==> src/rtl/ecyn_txrx_align.sv <==
// ecyn_txrx_align: delays the Tx reference I/Q stream by a programmable number
// of accepted samples relative to the Rx stream, feeding ecyn_top time-aligned
// Tx/Rx pairs. A fill/run FSM suppresses OutValid until the delay line holds
// D samples.
// Optional build macro: ECYN_ALIGN_CNT_EN adds a 32-bit aligned_cnt output
// that counts OutValid pulses.
module ecyn_txrx_align #(
   parameter int unsigned W         = 16,
   parameter int unsigned DEPTH     = 64,
   parameter int unsigned DEF_DELAY = 0
) (
   input  logic                         clk,
   input  logic                         rn,
   input  logic                         en,
   input  logic                         InValid,
   input  logic signed [W-1:0]          TxIn_I_,
   input  logic signed [W-1:0]          TxIn_Q_,
   input  logic signed [W-1:0]          RxIn_I_,
   input  logic signed [W-1:0]          RxIn_Q_,
   input  logic                         cfg_load,
   input  logic [$clog2(DEPTH):0]       cfg_delay,
   output logic                         OutValid,
   output logic signed [W-1:0]          TxOut_I_,
   output logic signed [W-1:0]          TxOut_Q_,
   output logic signed [W-1:0]          RxOut_I_,
   output logic signed [W-1:0]          RxOut_Q_,
   output logic                         primed,
`ifdef ECYN_ALIGN_CNT_EN
   output logic                         cfg_err,
   output logic [31:0]                  aligned_cnt
`else
   output logic                         cfg_err
`endif
);

   localparam int unsigned AW = $clog2(DEPTH);

   typedef struct packed {
      logic [W-1:0] i;
      logic [W-1:0] q;
   } iq_t;

   typedef enum logic {
      FILL = 1'b0,
      RUN  = 1'b1
   } state_t;

   localparam state_t RST_STATE = (DEF_DELAY == 0) ? RUN : FILL;

   // Tx delay line; contents are never cleared, only overwritten
   iq_t             r_mem [DEPTH];

   state_t          r_state;
   logic [AW-1:0]   r_wptr;
   logic [AW-1:0]   r_fill;
   logic [AW-1:0]   r_delay;
   logic            r_cfg_err;
   logic            r_out_vld;
   logic            r_primed;
   iq_t             r_tx;
   iq_t             r_rx;

   logic            w_acc;
   logic [AW-1:0]   w_raddr;
   iq_t             w_tx_in;
   iq_t             w_tx_dly;
   state_t          w_state_nxt;
   logic [AW-1:0]   w_fill_nxt;
   logic [AW-1:0]   w_delay_nxt;
   logic            w_err_nxt;
   logic            w_vld_nxt;

   assign w_acc    = InValid & en;
   assign w_tx_in  = '{i: TxIn_I_, q: TxIn_Q_};
   assign w_raddr  = r_wptr - r_delay;
   // D == 0 bypasses the buffer so the current Tx sample passes straight through
   assign w_tx_dly = (r_delay == '0) ? w_tx_in : r_mem[w_raddr];

   // Next-state: config load, fill counting and output-valid generation
   always_comb begin
      w_state_nxt = r_state;
      w_fill_nxt  = r_fill;
      w_delay_nxt = r_delay;
      w_err_nxt   = r_cfg_err;
      w_vld_nxt   = 1'b0;
      if (cfg_load) begin
         if (cfg_delay[AW]) begin
            w_delay_nxt = AW'(DEPTH - 1);
            w_err_nxt   = 1'b1;
         end else begin
            w_delay_nxt = cfg_delay[AW-1:0];
         end
         // a sample accepted alongside the load is fill sample 0 of the new config
         w_fill_nxt  = (w_acc && (w_delay_nxt != '0)) ? AW'(1) : '0;
         w_state_nxt = (w_delay_nxt == '0) ? RUN : FILL;
      end else if (w_acc) begin
         case (r_state)
            FILL: begin
               if (r_fill == r_delay) begin
                  w_vld_nxt   = 1'b1;
                  w_state_nxt = RUN;
               end else begin
                  w_fill_nxt  = r_fill + AW'(1);
               end
            end
            RUN:     w_vld_nxt   = 1'b1;
            default: w_state_nxt = FILL;
         endcase
      end
   end

   // Control state and registered outputs
   always_ff @(posedge clk or negedge rn) begin
      if (!rn) begin
         r_state   <= RST_STATE;
         r_wptr    <= '0;
         r_fill    <= '0;
         r_delay   <= AW'(DEF_DELAY);
         r_cfg_err <= 1'b0;
         r_out_vld <= 1'b0;
         r_primed  <= (RST_STATE == RUN);
         r_tx      <= '0;
         r_rx      <= '0;
      end else begin
         r_state   <= w_state_nxt;
         r_fill    <= w_fill_nxt;
         r_delay   <= w_delay_nxt;
         r_cfg_err <= w_err_nxt;
         r_out_vld <= w_vld_nxt;
         r_primed  <= (w_state_nxt == RUN);
         if (w_acc) begin
            r_wptr <= r_wptr + AW'(1);
         end
         if (w_vld_nxt) begin
            r_tx <= w_tx_dly;
            r_rx <= '{i: RxIn_I_, q: RxIn_Q_};
         end
      end
   end

   // Delay-line write port
   always_ff @(posedge clk) begin
      if (w_acc) begin
         r_mem[r_wptr] <= w_tx_in;
      end
   end

`ifdef ECYN_ALIGN_CNT_EN
   logic [31:0] r_cnt;

   // OutValid pulse counter, restarted by each config load
   always_ff @(posedge clk or negedge rn) begin
      if (!rn) begin
         r_cnt <= '0;
      end else if (cfg_load) begin
         r_cnt <= '0;
      end else if (w_vld_nxt) begin
         r_cnt <= r_cnt + 32'd1;
      end
   end

   assign aligned_cnt = r_cnt;
`endif

   assign OutValid = r_out_vld;
   assign TxOut_I_ = r_tx.i;
   assign TxOut_Q_ = r_tx.q;
   assign RxOut_I_ = r_rx.i;
   assign RxOut_Q_ = r_rx.q;
   assign primed   = r_primed;
   assign cfg_err  = r_cfg_err;

endmodule
==> config.mk <==
export PLATFORM = sky130hd
export DESIGN_NAME = ecyn_txrx_align
export DESIGN_NICKNAME = d
export VERILOG_FILES = /design/src/rtl/ecyn_txrx_align.sv
export SDC_FILE = /design/constraint.sdc
export NUM_CORES = 2
export LEC_CHECK = 0
export ABC_AREA = 0
export CAP_MARGIN = 30
export CORE_MARGIN = 3
export CORE_UTILIZATION = 35
export DETAILED_ROUTE_END_ITERATION = 7
export GPL_ROUTABILITY_DRIVEN = 0
export PLACE_DENSITY_LB_ADDON = 0.12
export SLEW_MARGIN = 0
export SYNTH_ARGS = -nofsm -noshare
export SYNTH_HDL_FRONTEND = slang
export SYNTH_SLANG_ARGS = --single-unit
==> constraint.sdc <==
create_clock -name clk -period 8.8 [get_ports clk]
set_input_delay 1.76 -clock clk [delete_from_list [all_inputs] [get_ports clk]]
set_output_delay 1.76 -clock clk [all_outputs]
set_load 0.01 [all_outputs]
==> impl_metrics.env <==
export IMPL_wl_per_cell_um=30.6
export IMPL_synth_cell_type_count=50
export IMPL_hold_class="reg -> reg"
export IMPL_dp_hpwl_um=119000
export IMPL_p_clk_share_pct=27.8
export IMPL_cp_end_kind="flop"
export IMPL_drv_slew=0
export IMPL_grt_ovfl_total=0
export IMPL_grt_pass1_vias=40200
export IMPL_drt_iter0_drc=3734
export IMPL_clockBufferDepth=3
export IMPL_routed_wl_um=226000
export IMPL_p_per_area_nw_per_um2=352
export IMPL_cts_htree_levels=4
export IMPL_clk_pin_slew_worst_paths_ps=60
export IMPL_syn_area_um2=82200
export IMPL_p_comb_share_pct=37.7
export IMPL_yosysWarnings=0
export IMPL_muxShareOfSynthArea_pct=16.2
export IMPL_cts_buffers=220
export IMPL_io_pin_count=143
export IMPL_worst_pin_slew_ps=1130
export IMPL_antenna_found_initial=16
export IMPL_final_cell_area_um2=95400
export IMPL_synthFlopType="edfxtp_1"
export IMPL_placed_area_um2=88200
export IMPL_min_period_ps=5040
export IMPL_crit_type="reg -> reg"
export IMPL_clock_sinks=2133
export IMPL_synth_area_per_cell_um2=21.7
export IMPL_netSwitchingFraction_pct=34.1
export IMPL_vias=38900
export IMPL_cp_common_cell="mux4_2"
export IMPL_synth_edf_count=2048
export IMPL_worstPathArrival_ps=5730
export IMPL_final_layout_size_suffix_gt1_share_pct=27.5
export IMPL_fin_total_pwr_w=0.0336
export IMPL_die_area_um2=241000
export IMPL_skew_ps=25.9
export IMPL_die_x_um=491
export IMPL_grt_pass1_wl_um=320000
export IMPL_nets=4166
export IMPL_synth_top_family_by_area="multiplexers"
export IMPL_vias_per_cell=5.25
export IMPL_area_growth_pct=16.1
export IMPL_yosysSeqAreaShare_pct=77.4
export IMPL_synth_xor_area_share_pct=0.342
export IMPL_irDropWorstVdd_mv=0.467
export IMPL_port_buffers=142
export IMPL_startpoint_type="flop"
export IMPL_ys_async_sr_fraction_pct=3.98
export IMPL_yosys_area_share_simple_pct=3.61
export IMPL_synth_compound_area_share_pct=1.03
export IMPL_syn_nets=3867
export IMPL_cts_root_buf="clkbuf_16"
export IMPL_crit_fanout=131
export IMPL_rsz0062_at_grt="false"
export IMPL_synth_fa_ha_area_share_pct=0.131
export IMPL_cp_top_family="adder cells"
export IMPL_insertion_delay_ps=840
export IMPL_cpMaxStageDelayCell="fa_4"
export IMPL_max_cap_viol_count=0
export IMPL_postCtsSetupRepairBufs=0
export IMPL_dr_pass1_iters=6
export IMPL_final_core_util_pct=40.9
export IMPL_drc_errors=0
export IMPL_grtUsageTotal_pct=18.7
export IMPL_power_static_leakage_nw=30.1
export IMPL_internal_power_w=0.0222
export IMPL_relSlewSlack_pct=24.9
export IMPL_cts_resized=0
export IMPL_cp_num_buf_inv=2
export IMPL_core_um2=233000
export IMPL_status="complete, no violations"
export IMPL_fmax_mhz=199
export IMPL_rows=177
export IMPL_ys_ff_latch=2133
export IMPL_pwr_share_seq_pct=34.6
export IMPL_cpPeakStageDelay_ps=1520
export IMPL_hold_viol=0
export IMPL_cts_tree="built"
export IMPL_hold_buffers=0
export IMPL_n_fill_cell=20400
export IMPL_start_util_pct=35.3
export IMPL_required_ps=9500
export IMPL_holdWs_ps=469
export IMPL_grt_max_degree=132
export IMPL_synthCells=3783
export IMPL_detail_route_antenna_nets=0
export IMPL_path_cells="inv_1, fa_4, buf_12, mux4_2, mux4_2, mux2i_1, a22o_1, o31ai_2"
export IMPL_setup_violations=0
export IMPL_switching_power_w=0.0115
export IMPL_die_h_um=491
export IMPL_min_period_over_period_pct=57.2
export IMPL_setup_tns_ps=0
## stage by stage
step,setup WS [ps],cells
5_1_grt,3600,7397
3_3_place_gp,3230,6984
6_report,3760,7398
3_5_place_dp,3290,6991
2_1_floorplan,3670,3783
4_1_cts,3740,7395
## per-layer routing
layer  GRT usage [%]  routed length [µm]  vias up
li1                -                   -    16200
met1            26.8              101000    21300
met2            29.9              109000     1048
met3            2.81               11200      288
met4            4.75                5450        0
met5               0                   0        -
## logic make-up after synthesis
logic type	after synthesis
multiplexers	611
AO/OA/AOI/OAI	88
adder cells (fa/ha/maj)	8
buffers and inverters	214
flip-flops	2133
XOR/XNOR	24
AND/OR/NAND/NOR	705
## cell usage in the layout, fill, tap and decap left out, drive strengths merged, types with 2 or more instances in the layout
cell,n
clkbuf,279
nand4,35
nand2,400
buf,173
o21ai,4
nand2b,4
nor2b,6
clkinv,91
clkdlybuf4s50,109
nand3,129
a21oi,6
mux2i,34
nor3,6
mux4,576
xnor2,11
o22a,5
ha,7
inv,15
dfrtp,84
bufinv,24
nand3b,2
clkinvlp,4
nor2,116
edfxtp,2048
a22o,32
o31ai,32
nor4,2
or3,2
xor3,2
xor2,11
diode,2
a211oi,4
## state kept, by name (all words and copies together) (netlist names), 6 cells and up
name / flops
r_mem: 2048
RxOut_I_: 16
r_delay: 6
TxOut_I_: 16
r_wptr: 6
RxOut_Q_: 16
r_fill: 6
TxOut_Q_: 16
## area by class of cell
type / count / area (µm²) / share of cell area (%)
inverter: 9 / 33.8 / 0.0354
timing repair buffer: 282 / 2580 / 2.71
clock buffer: 279 / 5940 / 6.22
antenna: 2 / 5.00 / 0.00524
tap: 3132 / 3920 / 4.11
sequential: 2133 / 63600 / 66.7
clock inverter: 125 / 1230 / 1.29
multi-input combinational: 1436 / 18100 / 19.0
## worst reg2reg max path, stage by stage (launching register included)
cell,delay (ps)
dfrtp_1,610
inv_1,200
fa_4,1520
buf_12,580
mux4_2,750
mux4_2,550
mux2i_1,400
a22o_1,230
o31ai_2,60
## worst paths after layout
| path | start | end | slack (ps) | depth (start not counted) |
|---|---|---|---|---|
| hold reg to reg | cfg_err$_DFFE_PN0P_ | cfg_err$_DFFE_PN0P_ | 470 | 1 |
| setup / recovery | r_wptr[1]$_DFFE_PN0P_ | TxOut_Q_[8]$_DFFE_PN0P_ | 3760 | 8 |
| max in group asynchronous | rn | TxOut_Q_[13]$_DFFE_PN0P_ | 6530 | 2 |
| hold / removal | cfg_err$_DFFE_PN0P_ | cfg_err$_DFFE_PN0P_ | 470 | 1 |
| min in group asynchronous | rn | RxOut_I_[5]$_DFFE_PN0P_ | 970 | 1 |
| setup reg to reg | r_wptr[1]$_DFFE_PN0P_ | TxOut_Q_[8]$_DFFE_PN0P_ | 3760 | 8 |
## cell usage after synthesis, types with 3 or more instances
cell type / number / area share (%)
mux4_2: 576 / 16
buf_2: 62 / 0.38
a21oi_1: 5 / 0.030
buf_4: 24 / 0.22
xnor2_1: 9 / 0.096
ha_1: 7 / 0.11
a211oi_1: 4 / 0.037
o22a_1: 5 / 0.053
nand4_1: 35 / 0.27
o31ai_2: 29 / 0.44
a22o_1: 32 / 0.34
xor2_1: 9 / 0.096
nor2b_1: 6 / 0.046
clkbuf_1: 86 / 0.39
nor3_1: 5 / 0.030
nor2_1: 116 / 0.53
edfxtp_1: 2048 / 75
nand2_1: 400 / 1.8
inv_1: 9 / 0.041
nand3_1: 129 / 0.79
o31ai_1: 3 / 0.027
mux2i_1: 34 / 0.41
buf_6: 13 / 0.18
buf_1: 19 / 0.087
dfrtp_1: 84 / 2.6
nand2b_1: 4 / 0.030
## power by group through the flow
| stage | logic (W) | clock network [W] | registers [W] |
|---|---|---|---|
| floorplan | 0.00834 | 0 | 0.0117 |
| global placement | 0.0129 | 0 | 0.0119 |
| detailed placement | 0.0129 | 0 | 0.0119 |
| CTS | 0.0129 | 0.00958 | 0.0116 |
| global route | 0.0136 | 0.00999 | 0.0116 |
| finish | 0.0127 | 0.00934 | 0.0116 |
(Power assumes the default switching activity.)
